<file path="src/rtl/uart_tx_serializer_pkg.sv">
// Shared UART definitions: FSM state encoding, line levels and default frame shape.
// Used by uart_tx_serializer/uart_tx_hold now and by the future receiver.
package uart_pkg;

  localparam int unsigned DEF_DATA_BITS = 8;
  localparam int unsigned DEF_STOP_BITS = 1;

  localparam logic LINE_IDLE = 1'b1;
  localparam logic START_BIT = 1'b0;

  // Encodings stay fixed so legacy code and probes see the same values
  localparam logic [2:0] ST_IDLE   = 3'd0;
  localparam logic [2:0] ST_START  = 3'd1;
  localparam logic [2:0] ST_DATA   = 3'd2;
  localparam logic [2:0] ST_PARITY = 3'd3;
  localparam logic [2:0] ST_STOP   = 3'd4;

  typedef enum logic [2:0] {
    IDLE   = ST_IDLE,
    START  = ST_START,
    DATA   = ST_DATA,
    PARITY = ST_PARITY,
    STOP   = ST_STOP
  } uart_state_e;

endpackage

</file>
<file path="src/rtl/uart_tx_serializer_hold.sv">
// One-entry holding register in front of the UART shifter.
// Accepts on valid&&ready; the shifter empties it through i_clear when it loads a frame.
module uart_tx_hold
  import uart_pkg::*;
#(
  parameter int unsigned DATA_BITS = DEF_DATA_BITS
) (
  input  logic                 clk,
  input  logic                 rst_n,
  input  logic [DATA_BITS-1:0] i_data,
  input  logic                 i_valid,
  output logic                 o_ready,
  input  logic                 i_clear,
  output logic                 o_full,
  output logic [DATA_BITS-1:0] o_data
);

  logic                 r_full;
  logic                 r_ready;
  logic [DATA_BITS-1:0] r_data;
  logic                 w_accept;

  assign w_accept = i_valid && r_ready;

  // r_ready is kept as its own flop (always !r_full) so the port is a clean register
  always_ff @(posedge clk or negedge rst_n) begin
    if (!rst_n) begin
      r_full  <= 1'b0;
      r_ready <= 1'b1;
      r_data  <= '0;
    end else if (w_accept) begin
      r_data  <= i_data;
      r_full  <= 1'b1;
      r_ready <= 1'b0;
    end else if (i_clear) begin
      r_full  <= 1'b0;
      r_ready <= 1'b1;
    end
  end

  assign o_ready = r_ready;
  assign o_full  = r_full;
  assign o_data  = r_data;

endmodule

</file>
<file path="src/rtl/uart_tx_serializer.sv">
// UART transmitter: hold register + LSB-first shifter, one bit per baud_tick.
// Define UART_TX_PARITY_EN to insert an even-parity bit between data and stop.
module uart_tx_serializer
  import uart_pkg::*;
#(
  parameter int unsigned DATA_BITS = DEF_DATA_BITS,
  parameter int unsigned STOP_BITS = DEF_STOP_BITS
) (
  input  logic                 clk,
  input  logic                 rst_n,
  input  logic                 baud_tick,
  input  logic [DATA_BITS-1:0] tx_data,
  input  logic                 tx_valid,
  output logic                 tx_ready,
  output logic                 tx,
  output logic                 busy
);

  localparam int unsigned      CNT_W     = (DATA_BITS > 1) ? $clog2(DATA_BITS) : 1;
  localparam logic [CNT_W-1:0] BIT_LAST  = CNT_W'(DATA_BITS - 1);
  localparam logic             STOP_LAST = 1'(STOP_BITS - 1);

  uart_state_e          r_state;
  logic [DATA_BITS-1:0] r_shift;
  logic [CNT_W-1:0]     r_bitcnt;
  logic                 r_stopcnt;
  logic                 r_tx;
`ifdef UART_TX_PARITY_EN
  logic                 r_parity;
`endif

  logic                 w_hold_full;
  logic [DATA_BITS-1:0] w_hold_data;
  logic                 w_reload;

  // A frame is loaded from hold either from IDLE or on the tick ending the last stop bit
  assign w_reload = baud_tick && w_hold_full &&
                    ((r_state == IDLE) || ((r_state == STOP) && (r_stopcnt == STOP_LAST)));

  uart_tx_hold #(
    .DATA_BITS(DATA_BITS)
  ) u_hold (
    .clk     (clk),
    .rst_n   (rst_n),
    .i_data  (tx_data),
    .i_valid (tx_valid),
    .o_ready (tx_ready),
    .i_clear (w_reload),
    .o_full  (w_hold_full),
    .o_data  (w_hold_data)
  );

  always_ff @(posedge clk or negedge rst_n) begin
    if (!rst_n) begin
      r_state   <= IDLE;
      r_shift   <= '0;
      r_bitcnt  <= '0;
      r_stopcnt <= 1'b0;
      r_tx      <= LINE_IDLE;
`ifdef UART_TX_PARITY_EN
      r_parity  <= 1'b0;
`endif
    end else if (baud_tick) begin
      if (w_reload) begin
        r_shift  <= w_hold_data;
`ifdef UART_TX_PARITY_EN
        r_parity <= ^w_hold_data;
`endif
        r_tx     <= START_BIT;
        r_state  <= START;
      end else begin
        case (r_state)
          IDLE: r_tx <= LINE_IDLE;
          START: begin
            r_tx     <= r_shift[0];
            r_shift  <= r_shift >> 1;
            r_bitcnt <= '0;
            r_state  <= DATA;
          end
          DATA: begin
            if (r_bitcnt == BIT_LAST) begin
              r_stopcnt <= 1'b0;
`ifdef UART_TX_PARITY_EN
              r_tx      <= r_parity;
              r_state   <= PARITY;
`else
              r_tx      <= LINE_IDLE;
              r_state   <= STOP;
`endif
            end else begin
              r_tx     <= r_shift[0];
              r_shift  <= r_shift >> 1;
              r_bitcnt <= r_bitcnt + 1'b1;
            end
          end
          PARITY: begin
            r_tx      <= LINE_IDLE;
            r_stopcnt <= 1'b0;
            r_state   <= STOP;
          end
          STOP: begin
            if (r_stopcnt == STOP_LAST) begin
              r_tx    <= LINE_IDLE;
              r_state <= IDLE;
            end else begin
              r_stopcnt <= r_stopcnt + 1'b1;
            end
          end
          default: begin
            r_tx    <= LINE_IDLE;
            r_state <= IDLE;
          end
        endcase
      end
    end
  end

  assign tx   = r_tx;
  assign busy = (r_state != IDLE);

endmodule

</file>
<file path="config.mk">
export PLATFORM = sky130hd
export DESIGN_NAME = uart_tx_serializer
export DESIGN_NICKNAME = d
export VERILOG_FILES = /design/src/rtl/uart_tx_serializer_pkg.sv /design/src/rtl/uart_tx_serializer_hold.sv /design/src/rtl/uart_tx_serializer.sv
export SDC_FILE = /design/constraint.sdc
export NUM_CORES = 1
export LEC_CHECK = 0
export ABC_CLOCK_PERIOD_IN_PS = 2900
export BUFFER_PORTS_ARGS = -buffer_cell sky130_fd_sc_hd__buf_4
export CAP_MARGIN = 40
export CORE_MARGIN = 2
export CORE_UTILIZATION = 50
export DETAILED_ROUTE_END_ITERATION = 10
export PLACE_DENSITY = 0.74
export SLEW_MARGIN = 20
export SYNTH_ARGS = -nofsm -noshare
export SYNTH_HDL_FRONTEND = slang
export SYNTH_HIERARCHICAL = 1
export SYNTH_SLANG_ARGS = --single-unit
</file>
<file path="constraint.sdc">
create_clock -name clk -period 2.9 [get_ports clk]
set_input_delay 0.29 -clock clk [delete_from_list [all_inputs] [get_ports clk]]
set_output_delay 0.29 -clock clk [all_outputs]
set_load 0.01 [all_outputs]
</file>
* Word level (Yosys, flattened, before mapping)
Index checks and enable logic that the tools add are counted.
** Cells by class
- Add/sub/neg operators :: 2
- Multiply operators :: 0
- Divide/modulo/power cells :: 0
- Magnitude comparators :: 0
- Equality and inequality tests :: 11
- Shifts and indexed selects :: 0
- Multiplexer cells :: 20
- Bitwise operators :: 2
- Reductions and logical operators :: 16
** Operators with widths (number)
- $mux 8 :: 2
- $pmux 8 s2 :: 1
- $pmux 3 s5 :: 1
- $mux 3 :: 4
- $reduce_and 4->1 :: 3
- $mux 1 :: 9
- $ne 3x2->1 const B :: 3
- $reduce_bool 3->1 :: 3
- $eq 3x2->1 const B :: 2
- $eq 3x3->1 const B :: 2
- $pmux 1 s3 :: 2
- $pmux 3 s2 :: 1
- $logic_and 1x1->1 :: 4
- $ne 2x2->1 const B :: 2
- $reduce_bool 2->1 :: 2
- $add 3x1->3 const B :: 1
- $eq 3x1->1 const B :: 1
- $logic_not 3->1 :: 1
- $reduce_and 3->1 :: 1
- $ne 2x1->1 const B :: 1
- $not 1->1 :: 2
- $reduce_and 2->1 :: 1
- $add 1x1->1 const B :: 1
- $logic_or 1x1->1 :: 1
** Storage, ports and cells
- Flip-flop bits (word level) :: 26
- Bits in latches :: 0
- Memory bits (writable) :: 0
- ROM bits :: 0
- Bits of input ports :: 12
- Output and inout bits :: 3
- Logic and storage cells :: 59
- Memories :: 0

* Longest topological paths before layout
Gate-level depths: netlist of the first run.
- Word-level depth :: 6
- Depth in mapped cells :: 6
- Gate-level depth less buffers :: 5

* Hierarchy
The synthesis of the first run kept the hierarchy.
** By module, submodules not included
- uart_tx_serializer :: times used 1, cells an instance 63, area an instance 819.5 um^2
- uart_tx_hold :: times used 1, cells an instance 23, area an instance 375.4 um^2

* Worst setup path after synthesis of the first run
Ideal clock, no wire load.
- Kind :: register -> register
- Start :: reg r_bitcnt[0]
- End :: reg r_shift[0]
- Library setup time :: 0.125 ns
- Arrival time :: 1.540 ns
- Path slack :: 1.235 ns
- Stages on the path, launching flop included :: 7
- Path buffers :: 1
- Period minus slack after synthesis :: 1.665 ns
- Path through :: dfrtp_1 ha_1 ha_1 nor3b_2 a211o_1 buf_6 mux2_4
** Between the ends
- Longest elaborated chain between the ends :: 3
** Ends and longest elaborated chain
- from (decl) :: line uart_tx_serializer.sv:25 : logic [CNT_W-1:0] r_bitcnt;
- from (signal assigned) :: line uart_tx_serializer.sv:93 : r_bitcnt <= r_bitcnt + 1'b1;
- $eq 3x3->1 :: line uart_tx_serializer.sv:81 : if (r_bitcnt == BIT_LAST) begin
- $ne 3x2->1 (no source line)
- $reduce_and 3->1 (no source line)
- to (signal assigned) :: line uart_tx_serializer.sv:65 : r_shift <= w_hold_data;
- to (signal assigned) :: line uart_tx_serializer.sv:76 : r_shift <= r_shift >> 1;
- to (signal assigned) :: line uart_tx_serializer.sv:92 : r_shift <= r_shift >> 1;
- to (decl) :: line uart_tx_serializer.sv:24 : logic [DATA_BITS-1:0] r_shift;
Every way passes these cells.
A chain may end at the register's enable or synchronous reset.

* Worst setup path in the final report of the first run
- Start :: reg r_state[1]
- End :: reg r_shift[1]
** Between the ends
- Longest elaborated chain between the ends :: 6
- Elaborated cells between the ends (all ways) :: 12
- Classes of those cells :: eq/ne: 4; mux: 2; reduce/logical: 6
** Ends and longest elaborated chain
- from (decl) :: line uart_tx_serializer.sv:23 : uart_state_e r_state;
- from (signal assigned) :: line uart_tx_serializer.sv:55 : r_state <= IDLE;
- from (signal assigned) :: line uart_tx_serializer.sv:70 : r_state <= START;
- from (signal assigned) :: line uart_tx_serializer.sv:78 : r_state <= DATA;
- $eq 3x3->1 :: line uart_tx_serializer.sv:38 : ((r_state == IDLE) || ((r_state == STOP) && (r_stopcnt == STOP_LAST)));
- $logic_and 1x1->1 :: line uart_tx_serializer.sv:38
- $logic_or 1x1->1 :: line uart_tx_serializer.sv:38
- $logic_and 1x1->1 :: line uart_tx_serializer.sv:37 : assign w_reload = baud_tick && w_hold_full &&
- $ne 3x2->1 (no source line) / $reduce_bool 3->1 (equally long branches)
- $reduce_and 3->1 (no source line)
Parallel ways exist; a longest one is shown, timed or not.

==> summary.md, run 1 <==
| Metric | Value |
|---|---|
| H-tree levels | 1 |
| Largest net degree at the start of global routing | 26 |
| WL/cell | 14.21 µm |
| Number of synthesized register bits | 25 |
| Crit path DAT | 2330 ps |
| Final worst path period need | 2124 ps |
| Critical Path End Type | flop |
| RSZ-0062 raised after global routing | false |
| Drt initial violations | 5 |
| Worst Setup SP | r_state[1] |
| Worst-Margin Slew | roughly 740 ps |
| Drt drc | 0 |
| Rows | 17 |
| Most common cell in the netlist | dfrtp_1 |
| Total CTS buffers | 3 |
| Fin. Hold Viols | 0 |
| Power per cell area | a little under 900 nW/µm² |
| Worst r2r src | r_state[1] |
| Die height | 52.89 µm |
| Cells after Synth | 86 |
| VDD IR-drop max | 0.0004643 V |
| Status | complete, no violations |
| Initial DRT Pass Iterations | 3 |
| Unique masters post-synth | 26 |
| Fin nets | 118 |
| Post-route setup TNS | 0 ps |
| Synth top area share | 0.4817 |
| Hold WC Path Type | input port to flop |
| Crit Path Category | flop to flop |
| Area delta synth->final | 12.88% |
| Placed instance area | 1313 µm² |
| Mapped Area | 1195 µm² |
| Reported leakage power | 0.6589 nW |
| Async SR Flop Fraction | 1.000 |
| Sequential element share of the synthesized area | 0.5257 |
| Final core occ | 0.6039 |
| Share of cells above drive strength 1 | 0.3883 |
| Slew headroom | 0.5033 |
| # hold bufs at CTS | 1 |
| Count of input and output buffers | 14 |
| Clock buffer depth | 2 |
| Maximum operating frequency | 470.8 MHz |
| Final setup vio count | 0 |
| Initial core utilization | 0.5350 |
| Top Ports | 15 |
| Fin. max-slew vios | 0 |
| Root Driver | clkbuf_4 |
| DIE AREA | about 2800 µm² |
| Worst path required time | 3110 ps |
| Vias in the first global route | 745 |
| Core area | 2233 µm² |
| Via count | 712 |
| Vias per cell | 5.435 |
| Max cap viols | 0 |
| Final Instance Area | about 1300 µm² |
| Worst setup SP type | flop |
| Syn nets | 100 |
| Main synth FF type | dfrtp_1 |
| EDFF count, synth | 0 |
| Die width | 52.89 µm |
| Ys Warns | 6 |
| Initial antenna violation count | 0 |
| CTS tree | done |
| Biggest area consumer among synthesized cells | dfrtp_1 |
| First-pass GRT wire length | 3318 µm |
| Post-synth top cells | dfrtp_1 (23), mux2_2 (9), inv_1 (7), mux2_1 (7), mux2_4 (7) |
| Post-CTS Setup Bufs | 0 |
| All-Layer GR Usage | 0.1640 |
| Clock Latency Late Sink | 310 ps |
| Max FO, Critical Path | 13 |
| RePlAce Congestion | 0.6932 |
| Synth area leaders | dfrtp_1 (48%), mux2_4 (8.8%), mux2_2 (8.5%) |
| Final period util | 0.7324 |
| Post_cts resized | 0 |
| Clock transition at path regs | 130 ps |
| Clock sink total | 25 |
| Hold_sp | tx_valid |
| GRT overflow | 0 |
| Post-Syn Area per Cell | 13.89 µm² |
| Final wirelength | between 1500 and 2000 µm |
| ANT nets after route | 0 |
| Ant. Diodes | 0 |
| Clock skew | 4.336 ps |
| Hpwl dp | 1348 µm |
==> metrics by stage <==
| step | setup slack, ps | instances | hold WS [ps] | power [mW] |
|---|---|---|---|---|
| after floorplan | 1235 | 86 | -5.591 | 0.9613 |
| after global placement | 853.2 | 126 | 206.3 | 1.038 |
| after detailed placement | 760.9 | 126 | 207.4 | 1.067 |
| after CTS | 741.1 | 131 | 126.2 | 1.221 |
| after global routing | 610.4 | 131 | 126.9 | 1.296 |
| final | 776.0 | 131 | 130.5 | 1.207 |
==> kinds of logic after synthesis <==
family / after synthesis / share of synthesized area
adders and majority gates: 2 / 0.02094
AOI/OAI and AO/OA: 10 / 0.05549
muxes: 26 / 0.2639
buffers and inverters: 9 / 0.04084
DFF: 25 / 0.5257
and+or+nand+nor: 14 / 0.09320
==> worst max-delay path: stages, from the launching register on <==
cell and delay (ps):
dfrtp_1 500, nor4bb_4 730, a211o_1 450, mux2_4 340
==> final cells by class <==
cell class              count  area (µm²)
inverters                   7       26.28
fillers                   189       884.6
clock buffers               4       26.28
well taps                  28       35.03
multi-input cells          52       518.0
repair buffers             15       115.1
flip-flops and latches     25       628.1
==> metal layers <==
| layer | part of all wire | vias to the layer above | GRT usage |
|---|---|---|---|
| met1 | 0.46 | 365 | 0.2030 |
| met4 | 0.0081 | 0 | 0.06410 |
| li1 | - | 336 | - |
| met3 | 0.028 | 2 | 0.03390 |
| met2 | 0.50 | 9 | 0.2792 |
| met5 | 0 | - | 0 |
==> cells in the final DEF (no fill, tap or decap), types with 2 or more instances in the layout <==
cell type / Yosys / final
mux2i_1: 3 / 3
buf_4: 0 / 14
o21ai_0: 3 / 3
dfstp_2: 2 / 2
clkbuf_4: 0 / 3
mux2_4: 7 / 7
ha_1: 2 / 2
nand2_1: 3 / 3
dfrtp_1: 23 / 23
mux2_2: 9 / 9
inv_1: 7 / 7
mux2_1: 7 / 7
nor2_1: 2 / 2
nor2b_1: 3 / 3
==> final timing paths <==
path / endpoint / slack [ps] / cells after the start
setup / recovery: r_shift[1] / 780 / 3
hold / removal: u_hold/o_ready / 130 / 2
setup reg to reg: r_shift[1] / 780 / 3
hold reg to reg: r_shift[7] / 510 / 2
max in group asynchronous: u_hold/o_ready / 2210 / 2
min in group asynchronous: r_bitcnt[1] / 400 / 2
==> report_power, final <==
part / internal [mW] / total, mW / switching, mW
combinational: 0.278 / 0.449 / 0.171
clock: 0.0537 / 0.152 / 0.0984
sequential: 0.502 / 0.605 / 0.103
total: 0.834 / 1.21 / 0.373
==> sequential cells by signal, indices dropped and copies added, names as in the netlist <==
register	flops
tx	1
u_hold/o_data	8
r_bitcnt	3
r_shift	8
r_state	3
u_hold/o_ready	1
u_hold/o_full	1
Note: power is estimated with default switching activity, not from simulation.
==> run 2, diff against run 1 <==
ABC_AREA = 1   (was default)
ABC_CLOCK_PERIOD_IN_PS = 2000   (was 2900)
clock period = 2 ns   (was 2.9 ns; I/O delays follow)
==> run 2 against run 1 <==
Against the previous run: register-to-register slack got worse by 280 ps; clock-buffer cell count did not move; power rose by 55%; wire length rose by 19%; die area rose by 11%; synthesized area rose by 12%; first-iteration DRC count rose by 60%; non-clock buffer count did not move; critical path type is now flop to output pin; sequential share of layout area fell by 3.2 points; critical path depth did not move; hold slack got worse by 24 ps; combinational power rose by 68%.
==> summary.md, run 2 <==
| Metric | Value |
|---|---|
| CP cell instances | nor2_4 > nand2_1 > buf_4 |
| Rows | 18 |
| Synth top area share | 0.4315 |
| Root Driver | clkbuf_4 |
| Most frequent cells in the layout | nand2_1 (50), nand3_1 (24), dfrtp_1 (23) |
| WL/cell | 11.63 µm |
| Count of input and output buffers | 14 |
| Initial core utilization | 0.5335 |
| Clock sink total | 25 |
| GRT overflow | 0 |
| Initial antenna violation count | 0 |
| Core area | 2500 µm² |
| Hold EP | u_hold/o_data[5] |
| Vias in the first global route | 1,015 |
| First-pass GRT wire length | 4188 µm |
| DIE AREA | 3097 µm² |
| Via count | 988 |
| Final worst path period need | 1511 ps |
| # hold bufs at CTS | 1 |
| Non-Filler Instances | 191 |
| Ys Warns | 6 |
| RSZ-0062 raised after global routing | false |
| Fin. Hold Viols | 0 |
| Clock Latency Late Sink | 310 ps |
| Biggest area consumer among synthesized cells | dfrtp_1 |
| Slew headroom | 0.7906 |
| Drt drc | 0 |
| Dpl cells | 186 |
| Syn nets | 161 |
| H-tree levels | 1 |
| Hold path depth | 3 |
| Post-Syn Area per Cell | 9.073 µm² |
| ANT nets after route | 0 |
| Post-route setup TNS | 0 ps |
| Vias per cell | 5.173 |
| RePlAce Congestion | 0.7415 |
| Hpwl dp | 1609 µm |
| Initial DRT Pass Iterations | 4 |
| Reported leakage power | 0.7628 nW |
| Worst r2r src | r_bitcnt[0] |
| Unique masters post-synth | 21 |
| Critical Path End Type | output pin |
| Fin. max-slew vios | 0 |
| VDD IR-drop max | 0.0008436 V |
| Power per cell area | 1292 nW/µm² |
| Fin nets | approximately 180 |
| Final setup vio count | 0 |
| Synth area leaders | dfrtp_1 (43%), nand2_1 (14%), nand3_1 (9.0%) |
| Post_cts resized | 0 |
| Post-CTS Setup Bufs | 0 |
| Area delta synth->final | 8.537% |
| Net Sw Frac | 0.4200 |
| Flop2flop setup slack | 500 ps |
| Status | complete, no violations |
| Die width | about 56 µm |
| Final wirelength | 2222 µm |
| Main synth FF type | dfrtp_1 |
| Hold WC Path Type | input port to flop |
| Post-synth top cells | nand2_1 (50), nand3_1 (24), dfrtp_1 (23) |
| Reg2reg end | r_bitcnt[1] |
| Clock transition at path regs | 130 ps |
| Most common cell in the netlist | nand2_1 |
| Share of cells above drive strength 1 | 0.2857 |
| Reg power frac | 0.476 |
| Worst path required time | 1800 ps |
| Worst path slowest cell | dfrtp_1 |
| Crit-path max cell delay | 490 ps |
| Total CTS buffers | 3 |
| CTS tree | done |
| Gate power share | 0.404 |
| Cells after Synth | 147 |
| Internal power | 1.084 mW |
| Number of synthesized register bits | 25 |
| Mapped Area | 1334 µm² |
| Switch Pwr | 0.7852 mW |
| Drt initial violations | 8 |
| Final period util | 0.7553 |
| Crit Path Category | flop to output pin |
| Hold_sp | tx_data[5] |
| Max cap viols | 0 |
| Commonest non-fill, non-tap cell in the layout | nand2_1 |
| Sequential element share of the synthesized area | 0.4709 |
| All-Layer GR Usage | 0.1639 |
| Max FO, Critical Path | 10 |
| Worst setup SP type | flop |
| Clock skew | 2.236 ps |
| Worst-Margin Slew | approximately 310 ps |
| Clock network fraction of total power | 0.120 |
| Crit path DAT | 1310 ps |
| Clock buffer depth | 2 |
| Final core occ | 0.5791 |
| Die height | roughly 56 µm |
| EDFF count, synth | 0 |
| Ant. Diodes | 0 |
| Maximum operating frequency | 662.0 MHz |
| Largest net degree at the start of global routing | 26 |
| Async SR Flop Fraction | 1.000 |
| Reg2Reg Depth | 6 |
| Top Ports | 15 |
==> run 2: changes by cell type after synthesis, sizes merged, moves of 3 or more <==
cell	before	now
nor2b	3	0
nand3	0	37
buf	2	5
mux2i	3	0
nand2	4	53
nor2	2	6
mux2	23	0
inv	7	10
o21ai	4	7
==> run 2: per-stage QoR <==
step	hold slack (ps)	setup slack, ps	total power [mW]	instance area, µm²
floorplan	-95.59	669.0	1.527	1334
global placement	119.9	595.8	1.639	1411
detailed placement	124.1	502.8	1.668	1411
CTS	102.6	471.9	1.894	1448
global route	118.6	373.9	2.049	1448
finish	106.3	489.4	1.870	1448
==> run 2: final cells by class <==
| type | instances | area (µm²) |
|---|---|---|
| Clock buffer | 4 | 26.28 |
| Fill cell | 228 | 1052 |
| Inverter | 10 | 37.54 |
| Multi-Input combinational cell | 107 | 603.1 |
| Sequential cell | 25 | 628.1 |
| Tap cell | 30 | 37.54 |
| Timing Repair Buffer | 15 | 115.1 |
==> run 2: worst max-delay path, delay by kind of cell (launching register included) <==
family,cells,cell delay [ps]
buffers and inverters,1,150
flip-flops,1,490
AND/OR/NAND/NOR,2,360
==> run 2: worst max-delay path by stage <==
stage / from / to / slack (ps) / cells past startpoint
2_1_floorplan: r_bitcnt[0] / r_shift[0] / 670 / 7
3_3_place_gp: r_bitcnt[0] / r_bitcnt[0] / 600 / 6
3_5_place_dp: r_bitcnt[0] / r_bitcnt[1] / 500 / 6
4_1_cts: r_state[1] / busy / 470 / 3
5_1_grt: r_state[1] / busy / 370 / 3
6_report: r_state[1] / busy / 490 / 3
==> run 2: routing by layer <==
metal / global-route usage / part of all wire / wire length (µm)
met5: 0 / 0 / 0
met4: 0.04878 / 0.011 / 24
met3: 0.02558 / 0.040 / 89
met2: 0.2840 / 0.49 / 1081
met1: 0.2112 / 0.46 / 1027
==> run 2: power by group through the flow <==
| stage | logic [mW] | registers (mW) | clock network, mW |
|---|---|---|---|
| after floorplan | 0.676 | 0.851 | 0 |
| after global placement | 0.746 | 0.893 | 0 |
| after detailed placement | 0.766 | 0.902 | 0 |
| after CTS | 0.773 | 0.891 | 0.230 |
| after global routing | 0.878 | 0.923 | 0.248 |
| final | 0.756 | 0.890 | 0.224 |
==> run 2: kinds of logic (layout without fill, tap and decap cells) <==
| family | after synthesis | after routing | synth area share |
|---|---|---|---|
| simple gates | 98 | 98 | 0.4015 |
| flops | 25 | 25 | 0.4709 |
| buf+inv | 15 | 29 | 0.07692 |
| compound gates | 7 | 7 | 0.03189 |
| fa+ha+maj | 2 | 2 | 0.01876 |
==> run 3, diff against run 2 <==
ABC_CLOCK_PERIOD_IN_PS = 1500   (was 2000)
clock period = 1.5 ns   (was 2 ns; I/O delays follow)
==> run 3 against run 2 <==
Against the previous run: non-clock buffer count is 5 higher; global-route usage about the same; combinational power increased by 53%; critical endpoint is now r_bitcnt[1]; highest routed layer unchanged.
==> summary.md, run 3 (synthesized netlist as in run 2, its figures left out) <==
| Metric | Value |
|---|---|
| RePlAce Congestion | 0.7375 |
| Initial antenna violation count | 0 |
| Net Sw Frac | 0.4156 |
| Total CTS buffers | 3 |
| Reported leakage power | slightly below 0.8 nW |
| Worst setup SP type | flop |
| Overall power | 2.640 mW |
| Clock network fraction of total power | 0.113 |
| Max FO, Critical Path | 8 |
| Met3 GRT Util | 0.02093 |
| Final wirelength | 2284 µm |
| Max cap viols | 0 |
| Hold EP | u_hold/o_data[5] |
| Worst path required time | 1710 ps |
| GR Util met1 | 0.2155 |
| Root Driver | clkbuf_4 |
| GRT overflow | 0 |
| Clock sink total | 25 |
| Register area | 630.6 µm² |
| Top Ports | 15 |
| Die height | around 56 µm |
| Die width | roughly 56 µm |
| Largest net degree at the start of global routing | 26 |
| Fin. max-slew vios | 0 |
| Clock skew | 6.247 ps |
| GR peak layer | met2 |
| First-pass GRT wire length | 4098 µm |
| DIE AREA | 3097 µm² |
| Initial core utilization | 0.5335 |
| Final setup vio count | 0 |
| Via count | just over 1,000 |
| Area delta synth->final | 14.35% |
| Worst-Margin Slew | 318.0 ps |
| All-Layer GR Usage | 0.1639 |
| Flop2flop setup slack | 80 ps |
| Slew headroom | 0.7880 |
| Status | complete, no violations |
| Hold_sp | tx_data[5] |
| Hpwl dp | 1606 µm |
| Hold path depth | 3 |
| Met2 Usage GRT | 0.2704 |
| Clock Latency Late Sink | 320 ps |
| Clock transition at path regs | approximately 140 ps |
| Drt drc | 0 |
| Final period util | 0.9449 |
| RSZ-0062 raised after global routing | false |
| Clock buffer depth | 2 |
| Vias per cell | slightly above 5 |
| Delay-heaviest family, CP | simple AND/OR/NAND/NOR gates |
| Final Instance Area | 1525 µm² |
| Fin worst setup slack | 82.59 ps |
| Drt initial violations | 11 |
| WL/cell | between 10 and 15 µm |
| Crit Path Category | flop to flop |
| Reg2reg end | r_bitcnt[1] |
| H-tree levels | 1 |
| Maximum operating frequency | approximately 710 MHz |
| WP buf/inv | 0 |
| Share of cells above drive strength 1 | 0.3413 |
| Core area | roughly 2500 µm² |
| Footprint of the multi-input gates | 635.6 µm² |
| Hold WC Path Type | input port to flop |
| Ant. Diodes | 0 |
| Fin. Hold Viols | 0 |
| Setup Slack @ Placement | around 12 ps |
| CP cell instances | ha_2 > ha_4 > nand4_1 > nand3_4 > nand2_1 > o21ai_0 |
| Fillers | 211 |
| Initial DRT Pass Iterations | 4 |
| Commonest non-fill, non-tap cell in the layout | nand2_1 |
| Rows | 18 |
| Crit-path max cell delay | 410 ps |
| Vias in the first global route | 946 |
| Count of input and output buffers | 14 |
| Crit path DAT | 1630 ps |
| VDD IR-drop max | between 0.001 and 0.0015 V |
| Internal power | 1.543 mW |
| Worst path slowest cell | dfrtp_1 |
| CTS tree | done |
| Gate power share | 0.441 |
| Power per cell area | around 1700 nW/µm² |
| Critical Path End Type | flop |
| ANT nets after route | 0 |
| Final worst path period need | 1417 ps |
| Switch Pwr | 1.097 mW |
| Most frequent cells in the layout | nand2_1 (50), nand3_1 (24), dfrtp_1 (21) |
| Placed instance area | 1419 µm² |
| Reg2Reg Depth | 6 |
| Fin nets | approximately 180 |
| Reg power frac | 0.446 |
| Worst r2r src | r_bitcnt[1] |
-- run 3: per-layer routing --
metal	vias up	wire length, µm
met5	-	0
met3	4	70
met1	470	1080
li1	525	-
met2	17	1099
met4	0	32
-- run 3: area by class of cell --
| type | count | share of cell area |
|---|---|---|
| clock buffers | 3 | 0.01477 |
| clock inverters | 1 | 0.003281 |
| inverters | 10 | 0.02461 |
| multi-input cells | 108 | 0.4167 |
| flip-flops and latches | 25 | 0.4135 |
| well taps | 30 | 0.02461 |
| repair buffers | 20 | 0.1025 |
-- run 3: worst max-delay path by stage --
stage	startpoint	endpoint	slack, ps	cells past startpoint
6_report	r_bitcnt[1]	r_bitcnt[1]	80	6
5_1_grt	r_bitcnt[0]	r_bitcnt[1]	20	6
4_1_cts	r_bitcnt[0]	r_bitcnt[0]	-8	6
3_5_place_dp	r_bitcnt[0]	r_bitcnt[0]	10	6
3_3_place_gp	r_bitcnt[0]	r_bitcnt[0]	90	6
2_1_floorplan	r_bitcnt[0]	r_shift[0]	170	7
-- run 3: through the flow --
| stage | std cells | TNS [ps] | hold WS (ps) | utilization |
|---|---|---|---|---|
| 2_1_floorplan | 147 | 0 | -145.6 | - |
| 3_3_place_gp | 187 | 0 | 69.10 | 0.5676 |
| 3_5_place_dp | 187 | 0 | 74.70 | 0.5676 |
| 4_1_cts | 192 | -8.465 | 38.18 | 0.5846 |
| 5_1_grt | 197 | 0 | 38.26 | 0.6101 |
| 6_report | 197 | 0 | 49.03 | 0.6101 |
-- run 3: power by group through the flow --
stage	clock network (mW)	logic, mW	registers (mW)
3_3_place_gp	0	1.02	1.19
2_1_floorplan	0	0.901	1.14
3_5_place_dp	0	1.04	1.20
6_report	0.298	1.16	1.18
5_1_grt	0.339	1.33	1.22
4_1_cts	0.318	1.06	1.19
-- run 3: timing repair --
action / CTS / global route
endpoints found under the setup margin: 3 / 13
resized for setup: 2 / 5
hold buffers: 1 / 0
setup buffers: 0 / 4
cloned: 0 / 1
pin swaps: 1 / 4
endpoints found under the hold margin: 25 / 0
-- run 3: worst reg2reg max path, stage by stage, from the launching register on --
cell and delay [ps]:
dfrtp_1 410, ha_2 210, ha_4 160, nand4_1 200, nand3_4 180, nand2_1 90, o21ai_0 70
